`src/rtl/icache_flush_ctrl_if.sv`:
```
// ---------------------------------------------------------------------------
// icache_flush_ctrl_if
// Bundles the flush, fetch and tag/valid SRAM handshakes of icache_flush_ctrl.
//   slave  : the flush controller (receives flush/fetch requests, drives SRAM)
//   master : the surrounding logic (fence.i/kill, fetch unit, SRAM model)
// Optional macro ICACHE_FLUSH_PERF_EN adds flush_count_o / flush_cycles_o.
// ---------------------------------------------------------------------------
interface icache_flush_ctrl_if #(
    parameter int ADDR_WIDTH = 8,
    parameter int WAYS       = 4
);
    // flush control
    logic                  flush_req_i;
    logic                  flush_busy_o;
    logic                  flush_done_o;
    // fetch path
    logic                  fetch_req_i;
    logic [ADDR_WIDTH-1:0] fetch_addr_i;
    logic                  fetch_gnt_o;
    logic                  fetch_busy_i;
    // tag/valid SRAM port
    logic                  sram_req_o;
    logic                  sram_we_o;
    logic [ADDR_WIDTH-1:0] sram_addr_o;
    logic [WAYS-1:0]       sram_way_mask_o;
    logic                  sram_gnt_i;
`ifdef ICACHE_FLUSH_PERF_EN
    // performance counters
    logic [15:0]           flush_count_o;
    logic [31:0]           flush_cycles_o;

    modport slave (
        input  flush_req_i, fetch_req_i, fetch_addr_i, fetch_busy_i, sram_gnt_i,
        output flush_busy_o, flush_done_o, fetch_gnt_o,
        output sram_req_o, sram_we_o, sram_addr_o, sram_way_mask_o,
        output flush_count_o, flush_cycles_o
    );

    modport master (
        output flush_req_i, fetch_req_i, fetch_addr_i, fetch_busy_i, sram_gnt_i,
        input  flush_busy_o, flush_done_o, fetch_gnt_o,
        input  sram_req_o, sram_we_o, sram_addr_o, sram_way_mask_o,
        input  flush_count_o, flush_cycles_o
    );
`else
    modport slave (
        input  flush_req_i, fetch_req_i, fetch_addr_i, fetch_busy_i, sram_gnt_i,
        output flush_busy_o, flush_done_o, fetch_gnt_o,
        output sram_req_o, sram_we_o, sram_addr_o, sram_way_mask_o
    );

    modport master (
        output flush_req_i, fetch_req_i, fetch_addr_i, fetch_busy_i, sram_gnt_i,
        input  flush_busy_o, flush_done_o, fetch_gnt_o,
        input  sram_req_o, sram_we_o, sram_addr_o, sram_way_mask_o
    );
`endif
endinterface

```
`src/rtl/icache_flush_ctrl.sv`:
```
// ---------------------------------------------------------------------------
// icache_flush_ctrl
// Sequences a full instruction-cache invalidation and shares the tag/valid
// SRAM port between the fetch path and the invalidation sweep.
//   clk_i  : clock, all state on the rising edge
//   rst_i  : asynchronous active-high reset
//   bus    : icache_flush_ctrl_if.slave
//            flush_req_i / flush_busy_o / flush_done_o   flush control
//            fetch_req_i / fetch_addr_i / fetch_gnt_o /
//            fetch_busy_i                                 fetch path
//            sram_req_o / sram_we_o / sram_addr_o /
//            sram_way_mask_o / sram_gnt_i                 tag/valid SRAM port
// Optional macro ICACHE_FLUSH_PERF_EN adds flush_count_o (saturating count of
// completed sweeps) and flush_cycles_o (wrapping count of busy cycles).
// ---------------------------------------------------------------------------
module icache_flush_ctrl #(
    parameter int DEPTH      = 256,
    parameter int ADDR_WIDTH = 8,
    parameter int WAYS       = 4
) (
    input  logic                clk_i,
    input  logic                rst_i,
    icache_flush_ctrl_if.slave  bus
);

    typedef enum logic [1:0] {
        ST_IDLE  = 2'd0,
        ST_DRAIN = 2'd1,
        ST_SWEEP = 2'd2,
        ST_DONE  = 2'd3
    } state_t;

    localparam logic [ADDR_WIDTH-1:0] LAST_IDX = ADDR_WIDTH'(DEPTH - 1);
    localparam logic [ADDR_WIDTH-1:0] ONE_IDX  = ADDR_WIDTH'(1);
    localparam logic [ADDR_WIDTH-1:0] ZERO_IDX = '0;

    state_t                state_r;
    state_t                state_nxt_s;
    logic [ADDR_WIDTH-1:0] cnt_r;
    logic [ADDR_WIDTH-1:0] cnt_nxt_s;
    logic                  pending_r;
    logic                  pending_nxt_s;
    logic                  busy_r;
    logic                  done_r;

    logic                  sram_req_s;
    logic                  sram_we_s;
    logic [ADDR_WIDTH-1:0] sram_addr_s;
    logic [WAYS-1:0]       sram_way_mask_s;
    logic                  fetch_gnt_s;

    // State register plus registered status outputs derived from next state
    always_ff @(posedge clk_i or posedge rst_i) begin
        if (rst_i) begin
            state_r   <= ST_IDLE;
            cnt_r     <= ZERO_IDX;
            pending_r <= 1'b0;
            busy_r    <= 1'b0;
            done_r    <= 1'b0;
        end else begin
            state_r   <= state_nxt_s;
            cnt_r     <= cnt_nxt_s;
            pending_r <= pending_nxt_s;
            busy_r    <= (state_nxt_s != ST_IDLE);
            done_r    <= (state_nxt_s == ST_DONE);
        end
    end

    // Next-state, sweep counter and pending-flush logic
    always_comb begin
        state_nxt_s   = state_r;
        cnt_nxt_s     = cnt_r;
        pending_nxt_s = pending_r;
        case (state_r)
            ST_IDLE: begin
                // A request here starts the sequence directly; it is not pending.
                if (bus.flush_req_i) begin
                    state_nxt_s = ST_DRAIN;
                end else begin
                    state_nxt_s = ST_IDLE;
                end
            end
            ST_DRAIN: begin
                if (bus.flush_req_i) begin
                    pending_nxt_s = 1'b1;
                end else begin
                    pending_nxt_s = pending_r;
                end
                if (!bus.fetch_busy_i) begin
                    state_nxt_s = ST_SWEEP;
                    cnt_nxt_s   = ZERO_IDX;
                end else begin
                    state_nxt_s = ST_DRAIN;
                end
            end
            ST_SWEEP: begin
                if (bus.flush_req_i) begin
                    pending_nxt_s = 1'b1;
                end else begin
                    pending_nxt_s = pending_r;
                end
                // Address advances only on an accepted write; wraps to zero.
                if (bus.sram_gnt_i) begin
                    cnt_nxt_s = cnt_r + ONE_IDX;
                    if (cnt_r == LAST_IDX) begin
                        state_nxt_s = ST_DONE;
                    end else begin
                        state_nxt_s = ST_SWEEP;
                    end
                end else begin
                    state_nxt_s = ST_SWEEP;
                end
            end
            ST_DONE: begin
                // A request seen in this last cycle is honoured immediately,
                // so it is never left stranded in pending while idle.
                if (pending_r || bus.flush_req_i) begin
                    state_nxt_s = ST_DRAIN;
                end else begin
                    state_nxt_s = ST_IDLE;
                end
                pending_nxt_s = 1'b0;
            end
            default: begin
                state_nxt_s   = ST_IDLE;
                cnt_nxt_s     = ZERO_IDX;
                pending_nxt_s = 1'b0;
            end
        endcase
    end

    // SRAM port mux and fetch grant
    always_comb begin
        sram_req_s      = 1'b0;
        sram_we_s       = 1'b0;
        sram_addr_s     = ZERO_IDX;
        sram_way_mask_s = '0;
        fetch_gnt_s     = 1'b0;
        case (state_r)
            ST_IDLE: begin
                // Flush wins a same-cycle collision: no lookup is issued.
                sram_req_s  = bus.fetch_req_i & ~bus.flush_req_i;
                sram_addr_s = bus.fetch_addr_i;
                fetch_gnt_s = bus.fetch_req_i & bus.sram_gnt_i & ~bus.flush_req_i;
            end
            ST_SWEEP: begin
                sram_req_s      = 1'b1;
                sram_we_s       = 1'b1;
                sram_addr_s     = cnt_r;
                sram_way_mask_s = '1;
            end
            ST_DRAIN: begin
                sram_req_s = 1'b0;
            end
            ST_DONE: begin
                sram_req_s = 1'b0;
            end
            default: begin
                sram_req_s = 1'b0;
            end
        endcase
    end

    assign bus.sram_req_o      = sram_req_s;
    assign bus.sram_we_o       = sram_we_s;
    assign bus.sram_addr_o     = sram_addr_s;
    assign bus.sram_way_mask_o = sram_way_mask_s;
    assign bus.fetch_gnt_o     = fetch_gnt_s;
    assign bus.flush_busy_o    = busy_r;
    assign bus.flush_done_o    = done_r;

`ifdef ICACHE_FLUSH_PERF_EN
    logic [15:0] flush_count_r;
    logic [31:0] flush_cycles_r;

    // Saturating sweep counter and wrapping busy-cycle counter
    always_ff @(posedge clk_i or posedge rst_i) begin
        if (rst_i) begin
            flush_count_r  <= 16'd0;
            flush_cycles_r <= 32'd0;
        end else begin
            if (done_r && (flush_count_r != 16'hFFFF)) begin
                flush_count_r <= flush_count_r + 16'd1;
            end else begin
                flush_count_r <= flush_count_r;
            end
            if (busy_r) begin
                flush_cycles_r <= flush_cycles_r + 32'd1;
            end else begin
                flush_cycles_r <= flush_cycles_r;
            end
        end
    end

    assign bus.flush_count_o  = flush_count_r;
    assign bus.flush_cycles_o = flush_cycles_r;
`endif

endmodule

```
`src/flat_wrapper.sv`:
```
// flat-port wrapper written by rule: the top's interface ports become plain ports
module icache_flush_ctrl_flat 
#(
    parameter int DEPTH      = 256,
    parameter int ADDR_WIDTH = 8,
    parameter int WAYS       = 4
)
  (clk_i, rst_i, bus_flush_req_i, bus_fetch_req_i, bus_fetch_addr_i, bus_fetch_busy_i, bus_sram_gnt_i, bus_flush_busy_o, bus_flush_done_o, bus_fetch_gnt_o, bus_sram_req_o, bus_sram_we_o, bus_sram_addr_o, bus_sram_way_mask_o);
  icache_flush_ctrl_if #(.ADDR_WIDTH(ADDR_WIDTH), .WAYS(WAYS)) bus_i ();
  input  logic clk_i;
  input  logic rst_i;
  input wire logic [$bits(bus_i.flush_req_i)-1:0] bus_flush_req_i;
  input wire logic [$bits(bus_i.fetch_req_i)-1:0] bus_fetch_req_i;
  input wire logic [$bits(bus_i.fetch_addr_i)-1:0] bus_fetch_addr_i;
  input wire logic [$bits(bus_i.fetch_busy_i)-1:0] bus_fetch_busy_i;
  input wire logic [$bits(bus_i.sram_gnt_i)-1:0] bus_sram_gnt_i;
  output wire logic [$bits(bus_i.flush_busy_o)-1:0] bus_flush_busy_o;
  output wire logic [$bits(bus_i.flush_done_o)-1:0] bus_flush_done_o;
  output wire logic [$bits(bus_i.fetch_gnt_o)-1:0] bus_fetch_gnt_o;
  output wire logic [$bits(bus_i.sram_req_o)-1:0] bus_sram_req_o;
  output wire logic [$bits(bus_i.sram_we_o)-1:0] bus_sram_we_o;
  output wire logic [$bits(bus_i.sram_addr_o)-1:0] bus_sram_addr_o;
  output wire logic [$bits(bus_i.sram_way_mask_o)-1:0] bus_sram_way_mask_o;
  assign bus_i.flush_req_i = bus_flush_req_i;
  assign bus_i.fetch_req_i = bus_fetch_req_i;
  assign bus_i.fetch_addr_i = bus_fetch_addr_i;
  assign bus_i.fetch_busy_i = bus_fetch_busy_i;
  assign bus_i.sram_gnt_i = bus_sram_gnt_i;
  assign bus_flush_busy_o = bus_i.flush_busy_o;
  assign bus_flush_done_o = bus_i.flush_done_o;
  assign bus_fetch_gnt_o = bus_i.fetch_gnt_o;
  assign bus_sram_req_o = bus_i.sram_req_o;
  assign bus_sram_we_o = bus_i.sram_we_o;
  assign bus_sram_addr_o = bus_i.sram_addr_o;
  assign bus_sram_way_mask_o = bus_i.sram_way_mask_o;
  icache_flush_ctrl #(.DEPTH(DEPTH), .ADDR_WIDTH(ADDR_WIDTH), .WAYS(WAYS)) u_core (.clk_i(clk_i), .rst_i(rst_i), .bus(bus_i));
endmodule
```
`config.mk`:
```
export PLATFORM = sky130hd
export DESIGN_NAME = icache_flush_ctrl_flat
export DESIGN_NICKNAME = d
export VERILOG_FILES = /design/src/rtl/icache_flush_ctrl_if.sv /design/src/rtl/icache_flush_ctrl.sv /design/src/flat_wrapper.sv
export SDC_FILE = /design/constraint.sdc
export NUM_CORES = 1
export LEC_CHECK = 0
export ABC_AREA = 1
export CAP_MARGIN = 20
export CORE_MARGIN = 8
export CORE_UTILIZATION = 48
export DETAILED_ROUTE_END_ITERATION = 12
export PLACE_DENSITY = 0.93
export SLEW_MARGIN = 20
export SYNTH_ARGS = -nofsm -noshare
export SYNTH_HDL_FRONTEND = slang
export SYNTH_SLANG_ARGS = --single-unit
```
`constraint.sdc`:
```
create_clock -name clk_i -period 3.6 [get_ports clk_i]
set_clock_uncertainty 0.1 [all_clocks]
set_input_delay 0.72 -clock clk_i [delete_from_list [all_inputs] [get_ports clk_i]]
set_output_delay 0.72 -clock clk_i [all_outputs]
set_load 0.01 [all_outputs]
```
==> flow_summary_export.csv, run 1 <==
group,metric,value,unit
run_status,outcome,"complete, no violations",
synth,syn_area_per_cell,7.059,um^2
floorplanning,initial_core_util,0.4974,
global_route,grt_pass1_vias,938,
pwr,p_comb_frac,0.630,
layout,nets,182,
synth,synth_top_area_frac,0.3439,
synth,synth-async-reset-ratio,1.000,
layout,diodes,0,
worst_setup_path,required,2.78,ns
synth,syn_nets,154,
worst_setup_path,worstPathArrival,2.34,ns
floorplanning,dieArea,0.003647,mm^2
synth,syn_inst,134,
clock_tree,cts_buffer_depth,2,
job,maxCapViolations,0,
layout,layout-drive-gt1-share,0.04348,
synth,ys_ff_latch,13,
synth,yosys_most_used_dff,"dfrtp_1",
detailed_routing,num_vias,936,
sta,hold_viol,0,
synth,synth_commonest_cells,"nand2_1, inv_1, dfrtp_1, o21ai_0, nor2_1",
global_route,grt_max_degree,16,
pwr,cellPowerDensity,657.3,mW/mm^2
sta,finalSetupViolations,0,
sta,relSlewSlack,0.6101,
clock_tree,clk_latency,0.28,ns
clock_tree,cts_tree,"built",
sta,final.period_utilization,0.8774,
min_path,hold_path.class,"reg -> reg",
detailed_routing,dr.pass1.iters,4,
pwr,clkPwrFrac,0.112,
synth,ys_types,20,
clock_tree,clock_tree.root_cell,"clkbuf_4",
synth,synth.most_common_cell,"nand2_1",
floorplanning,die_w,60.39,um
pwr,switching_share,0.4424,
clock_tree,clock_sinks,13,
global_route,overflow,0,
synth,synthTopCellsByArea,"dfrtp_1, nand2_1, ha_1",
clock_tree,path_clk_slew,0.08,ns
sta,fin_crit,3.159,ns
global_route,grt_pass1_wl,3.919,mm
sta,rsz0062_at_grt,"false",
pwr,ir_drop,0.4807,mV
layout,synthToLayoutAreaGrowth,32.01,%
placed_design,gp_congestion,0.7984,
layout,finalNonFillerCells,188,
worst_setup_path,rr_endpoint,"u_core.cnt_r[6]",
pwr,p_seq_frac,0.258,
pwr,p_switching,0.3631,mW
global_route,grt_use_total,0.1400,
pwr,p_int,0.4577,mW
worst_setup_path,setup.worst_path.end_class,"output pin",
placed_design,placedCellCount,184,
worst_setup_path,critPathKind,"reg -> out",
synth,synth_edf_count,0,
sta,timing.fmax,316.6,MHz
clock_tree,cts_buffers,3,
sta,final-max-slew-violation-count,0,
floorplanning,rows,16,
global_route,antenna_found_initial,0,
detailed_routing,via_per_inst,4.979,
clock_tree,cts_resized,0,
synth,synth_top_cell_by_area,"dfrtp_1",
clock_tree,cts_setup_buffers,0,
detailed_routing,drt-total-wl,2.401,mm
floorplanning,pin_count,31,
detailed_routing,drtIter0Drc,23,
worst_setup_path,worstPathMaxFanout,15,
clock_tree,cts_hold_buf,0,
synth,syn_area,945.9,um^2
worst_setup_path,reg2reg_from,"u_core.state_r[0]",
clock_tree,htree_levels,1,
synth,ys_seq_area_frac,0.3439,
worst_setup_path,startpoint,"u_core.state_r[0]",
sta,worst_slew_pin_slew,0.5849,ns
placed_design,portBuffers,30,
placed_design,hpwl,1.963,mm
sta,final.setup.tns,0,ns
detailed_routing,final_antenna_net_count,0,
synth,yosys_warnings,0,
floorplanning,die_y,60.39,um
floorplanning,core_area,0.001902,mm^2
worst_setup_path,cp-start-kind,"register",
pwr,power_leakage,0.5774,nW
worst_setup_path,rr_worst_depth,7,
pwr,p_total,0.8208,mW
detailed_routing,routedWlPerCell,12.77,um
detailed_routing,drcViolationCount,0,
worst_setup_path,crit_end,"bus_sram_addr_o[0]",
sta,whs,0.4660,ns
worst_setup_path,r2r_slack,1.54,ns
per-stage QoR:
| step | util | setup WS [ns] | area, um^2 |
|---|---|---|---|
| final | 0.6566 | 0.4412 | 1249 |
| after global routing | 0.6566 | 0.2181 | 1249 |
| after CTS | 0.6566 | 0.4100 | 1249 |
| after detailed placement | 0.6428 | 0.7108 | 1222 |
| after global placement | 0.6428 | 0.8009 | 1222 |
| after floorplan | - | 1.432 | 945.9 |
power groups by stage:
stage / logic (mW) / clock network, mW / registers, mW
5_1_grt: 0.572 / 0.0990 / 0.215
4_1_cts: 0.524 / 0.0936 / 0.212
3_3_place_gp: 0.500 / 0 / 0.210
2_1_floorplan: 0.349 / 0 / 0.212
3_5_place_dp: 0.522 / 0 / 0.215
6_report: 0.517 / 0.0921 / 0.212
placed cells by master, fill, tap and decap left out:
cell type         n
nand2_2           1
a21oi_4           1
inv_1            20
o21ai_1           2
o21ai_0          13
o21a_1            1
nand3b_1          1
clkdlybuf4s50_1  30
nand2_4           1
a21o_1            1
nand3_1           8
clkinv_4          1
nand4_1           5
dfrtp_1          13
nand2_1          40
clkbuf_4          3
clkbuf_1          1
a21oi_1           2
ha_1              6
nor2_1           11
registers in the layout (all words and copies together), names as in the netlist:
name / cells
u_core.bus.flush_done_o: 1
u_core.cnt_r: 8
u_core.state_r: 2
u_core.bus.flush_busy_o: 1
u_core.pending_r: 1
layer usage:
layer  global-route usage  part of all wire
met5                    0                 0
met1               0.1400              0.41
met3              0.05297             0.080
met2               0.2561              0.49
met4              0.05102             0.015
final cells by class:
cell class / instances / area (um^2)
Fill cell: 162 / 653.1
Multi-Input combinational cell: 93 / 479.2
Sequential cell: 13 / 325.3
Timing Repair Buffer: 30 / 300.3
Inverter: 21 / 83.83
Tap cell: 27 / 33.78
Clock buffer: 4 / 26.28
cell families after synthesis:
kind of cell	share of synthesized area
AO/OA/AOI/OAI	0.1230
flip-flops	0.3439
adder cells (fa/ha/maj)	0.07936
buffers and inverters	0.1495
AND/OR/NAND/NOR	0.3042
worst max-delay path, cell delays in order (launching register included):
cell and delay, ns:
dfrtp_1 0.43, inv_1 0.13, ha_1 0.54, clkinv_4 0.20, o21ai_0 0.20, clkdlybuf4s50_1 0.56
how the worst min path moves through the flow:
stage	from	to	slack, ns	cells after the start
CTS	u_core.cnt_r[7]	u_core.cnt_r[7]	0.46	2
floorplan	u_core.cnt_r[7]	u_core.cnt_r[7]	0.39	2
detailed placement	u_core.cnt_r[7]	u_core.cnt_r[7]	0.45	2
finish	u_core.cnt_r[7]	u_core.cnt_r[7]	0.47	2
global route	u_core.cnt_r[7]	u_core.cnt_r[7]	0.48	2
global placement	u_core.cnt_r[7]	u_core.cnt_r[7]	0.44	2
Power figures use the tool's default switching activity.
==> run 2: changes to the inputs <==
--- a/config.mk
+++ b/config.mk
@@ -6,7 +6,7 @@
 export NUM_CORES = 1
 export LEC_CHECK = 0
 export ABC_AREA = 1
-export CAP_MARGIN = 20
+export CAP_MARGIN = 5
 export CORE_MARGIN = 8
 export CORE_UTILIZATION = 48
 export DETAILED_ROUTE_END_ITERATION = 12
==> results of run 2 <==
The final DEF is identical to that of run 1; final timing and power are the same.
==> run 3: changes to the inputs <==
==> constraint.sdc (replaced) <==
create_clock -name clk_i -period 4 [get_ports clk_i]
set_clock_uncertainty 0.1 [all_clocks]
set_input_delay 0.8 -clock clk_i [delete_from_list [all_inputs] [get_ports clk_i]]
set_output_delay 0.8 -clock clk_i [all_outputs]
set_load 0.01 [all_outputs]
==> flow_summary_export.csv, run 3 (synthesis gave the netlist of run 1 again) <==
group,metric,value,unit
worst_setup_path,cp_cell_sequence,"inv_1 -> ha_1 -> clkinv_4 -> o21ai_0 -> clkdlybuf4s50_1",
floorplanning,initial_core_util,0.4974,
global_route,grt_pass1_wl,3.946,mm
sta,fin_crit,3.250,ns
sta,worst_slack,0.7502,ns
placed_design,gp_congestion,0.7971,
layout,regMostFlops,"u_core.cnt_r",
sta,hold_viol,0,
pwr,p_total,0.7273,mW
pwr,cellPowerDensity,582.5,mW/mm^2
worst_setup_path,worst-path-buf-inv,3,
worst_setup_path,worstPathMaxFanout,15,
layout,finalNonFillerCells,188,
placed_design,hpwl,1.883,mm
layout,layout_commonest_cell,"nand2_1",
sta,whs,0.4708,ns
placed_design,placedCellCount,184,
detailed_routing,num_vias,930,
layout,finish.instance_area,0.001249,mm^2
clock_tree,cts_buffer_depth,2,
layout,layout-drive-gt1-share,0.04348,
layout,diodes,0,
sta,worst_slew_pin_slew,0.5910,ns
placed_design,portBuffers,30,
clock_tree,clock_tree.root_cell,"clkbuf_4",
clock_tree,clock_sinks,13,
layout,synthToLayoutAreaGrowth,32.01,%
sta,finalSetupViolations,0,
worst_setup_path,cp_slowest_stage_delay,0.56,ns
global_route,overflow,0,
layout,largest_registers,"u_core.cnt_r x8, u_core.state_r x2",
worst_setup_path,worstPathArrival,2.35,ns
sta,rsz0062_at_grt,"false",
floorplanning,core_area,0.001902,mm^2
global_route,grt_pass1_vias,897,
clock_tree,cts_hold_buf,0,
global_route,antenna_found_initial,0,
layout,fillers,166,
job,maxCapViolations,0,
clock_tree,cts_setup_buffers,0,
clock_tree,cts_resized,0,
layout,utilization,0.6566,
floorplanning,pin_count,31,
worst_setup_path,cp_top_family,"buffers and inverters",
floorplanning,dieArea,0.003647,mm^2
detailed_routing,drtIter0Drc,24,
sta,final.period_utilization,0.8125,
global_route,grt_max_degree,16,
detailed_routing,routedWlPerCell,12.18,um
pwr,power_leakage,0.5774,nW
floorplanning,die_y,60.39,um
layout,nets,182,
worst_setup_path,critPathKind,"reg -> out",
worst_setup_path,setup.worst_path.end_class,"output pin",
detailed_routing,drt-total-wl,2.290,mm
pwr,ir_drop,0.4099,mV
detailed_routing,final_antenna_net_count,0,
clock_tree,cts_buffers,3,
detailed_routing,via_per_inst,4.947,
sta,relSlewSlack,0.6060,
clock_tree,htree_levels,1,
layout,largest_reg_flops,8,
global_route,grt_use_total,0.1383,
sta,timing.fmax,307.7,MHz
detailed_routing,drcViolationCount,0,
sta,final-max-slew-violation-count,0,
placed_design,place_area,0.001222,mm^2
clock_tree,cts_tree,"built",
clock_tree,path_clk_slew,0.08,ns
run_status,outcome,"complete, no violations",
worst_setup_path,crit_slowest_cell,"clkdlybuf4s50_1",
clock_tree,clk_latency,0.27,ns
placed_design,post-place-ws,1.022,ns
layout,final_cell_mix,"nand2_1, clkdlybuf4s50_1, inv_1",
detailed_routing,dr.pass1.iters,4,
worst_setup_path,required,3.10,ns
floorplanning,die_w,60.39,um
worst_setup_path,cp-start-kind,"register",
floorplanning,rows,16,
sta,final.setup.tns,0,ns
min_path,hold_path.class,"reg -> reg",
run 3: area by class of cell:
| class | count | area (um^2) | share of cell area |
|---|---|---|---|
| Clock buffer | 4 | 26.28 | 0.02104 |
| Inverter | 21 | 83.83 | 0.06713 |
| Multi-Input combinational cell | 93 | 479.2 | 0.3838 |
| Sequential cell | 13 | 325.3 | 0.2605 |
| Tap cell | 27 | 33.78 | 0.02705 |
| Timing Repair Buffer | 30 | 300.3 | 0.2405 |
run 3: worst register-to-register path, cell delays in order (launching register included):
cell	delay, ns
dfrtp_1	0.43
inv_1	0.13
ha_1	0.55
nand2_2	0.13
a21oi_4	0.37
nand4_1	0.15
o21ai_0	0.11
run 3: final timing paths:
path                                   start               to  slack, ns  cells past startpoint
max reg2reg                u_core.state_r[0]  u_core.cnt_r[3]       1.95                      6
min                          u_core.cnt_r[7]  u_core.cnt_r[7]       0.47                      2
max in group asynchronous              rst_i  u_core.cnt_r[5]       2.72                      2
min reg2reg                  u_core.cnt_r[7]  u_core.cnt_r[7]       0.47                      2
min in group asynchronous              rst_i  u_core.cnt_r[1]       0.75                      2
max                        u_core.state_r[0]   bus_sram_req_o       0.75                      5
run 3: where the power goes:
| group | internal (mW) | leakage (nW) | switching, mW |
|---|---|---|---|
| clock | 0.0386 | 0.0150 | 0.0411 |
| combinational | 0.207 | 0.392 | 0.249 |
| sequential | 0.164 | 0.170 | 0.0263 |
run 3: layer usage:
layer | wire length (um) | share of wire | vias to the layer above | track usage
li1 | - | - | 473 | -
met1 | 992 | 0.43 | 418 | 0.1489
met2 | 1077 | 0.47 | 37 | 0.2515
met3 | 211 | 0.092 | 2 | 0.04873
met4 | 8 | 0.0035 | 0 | 0.03061
met5 | 0 | 0 | - | 0
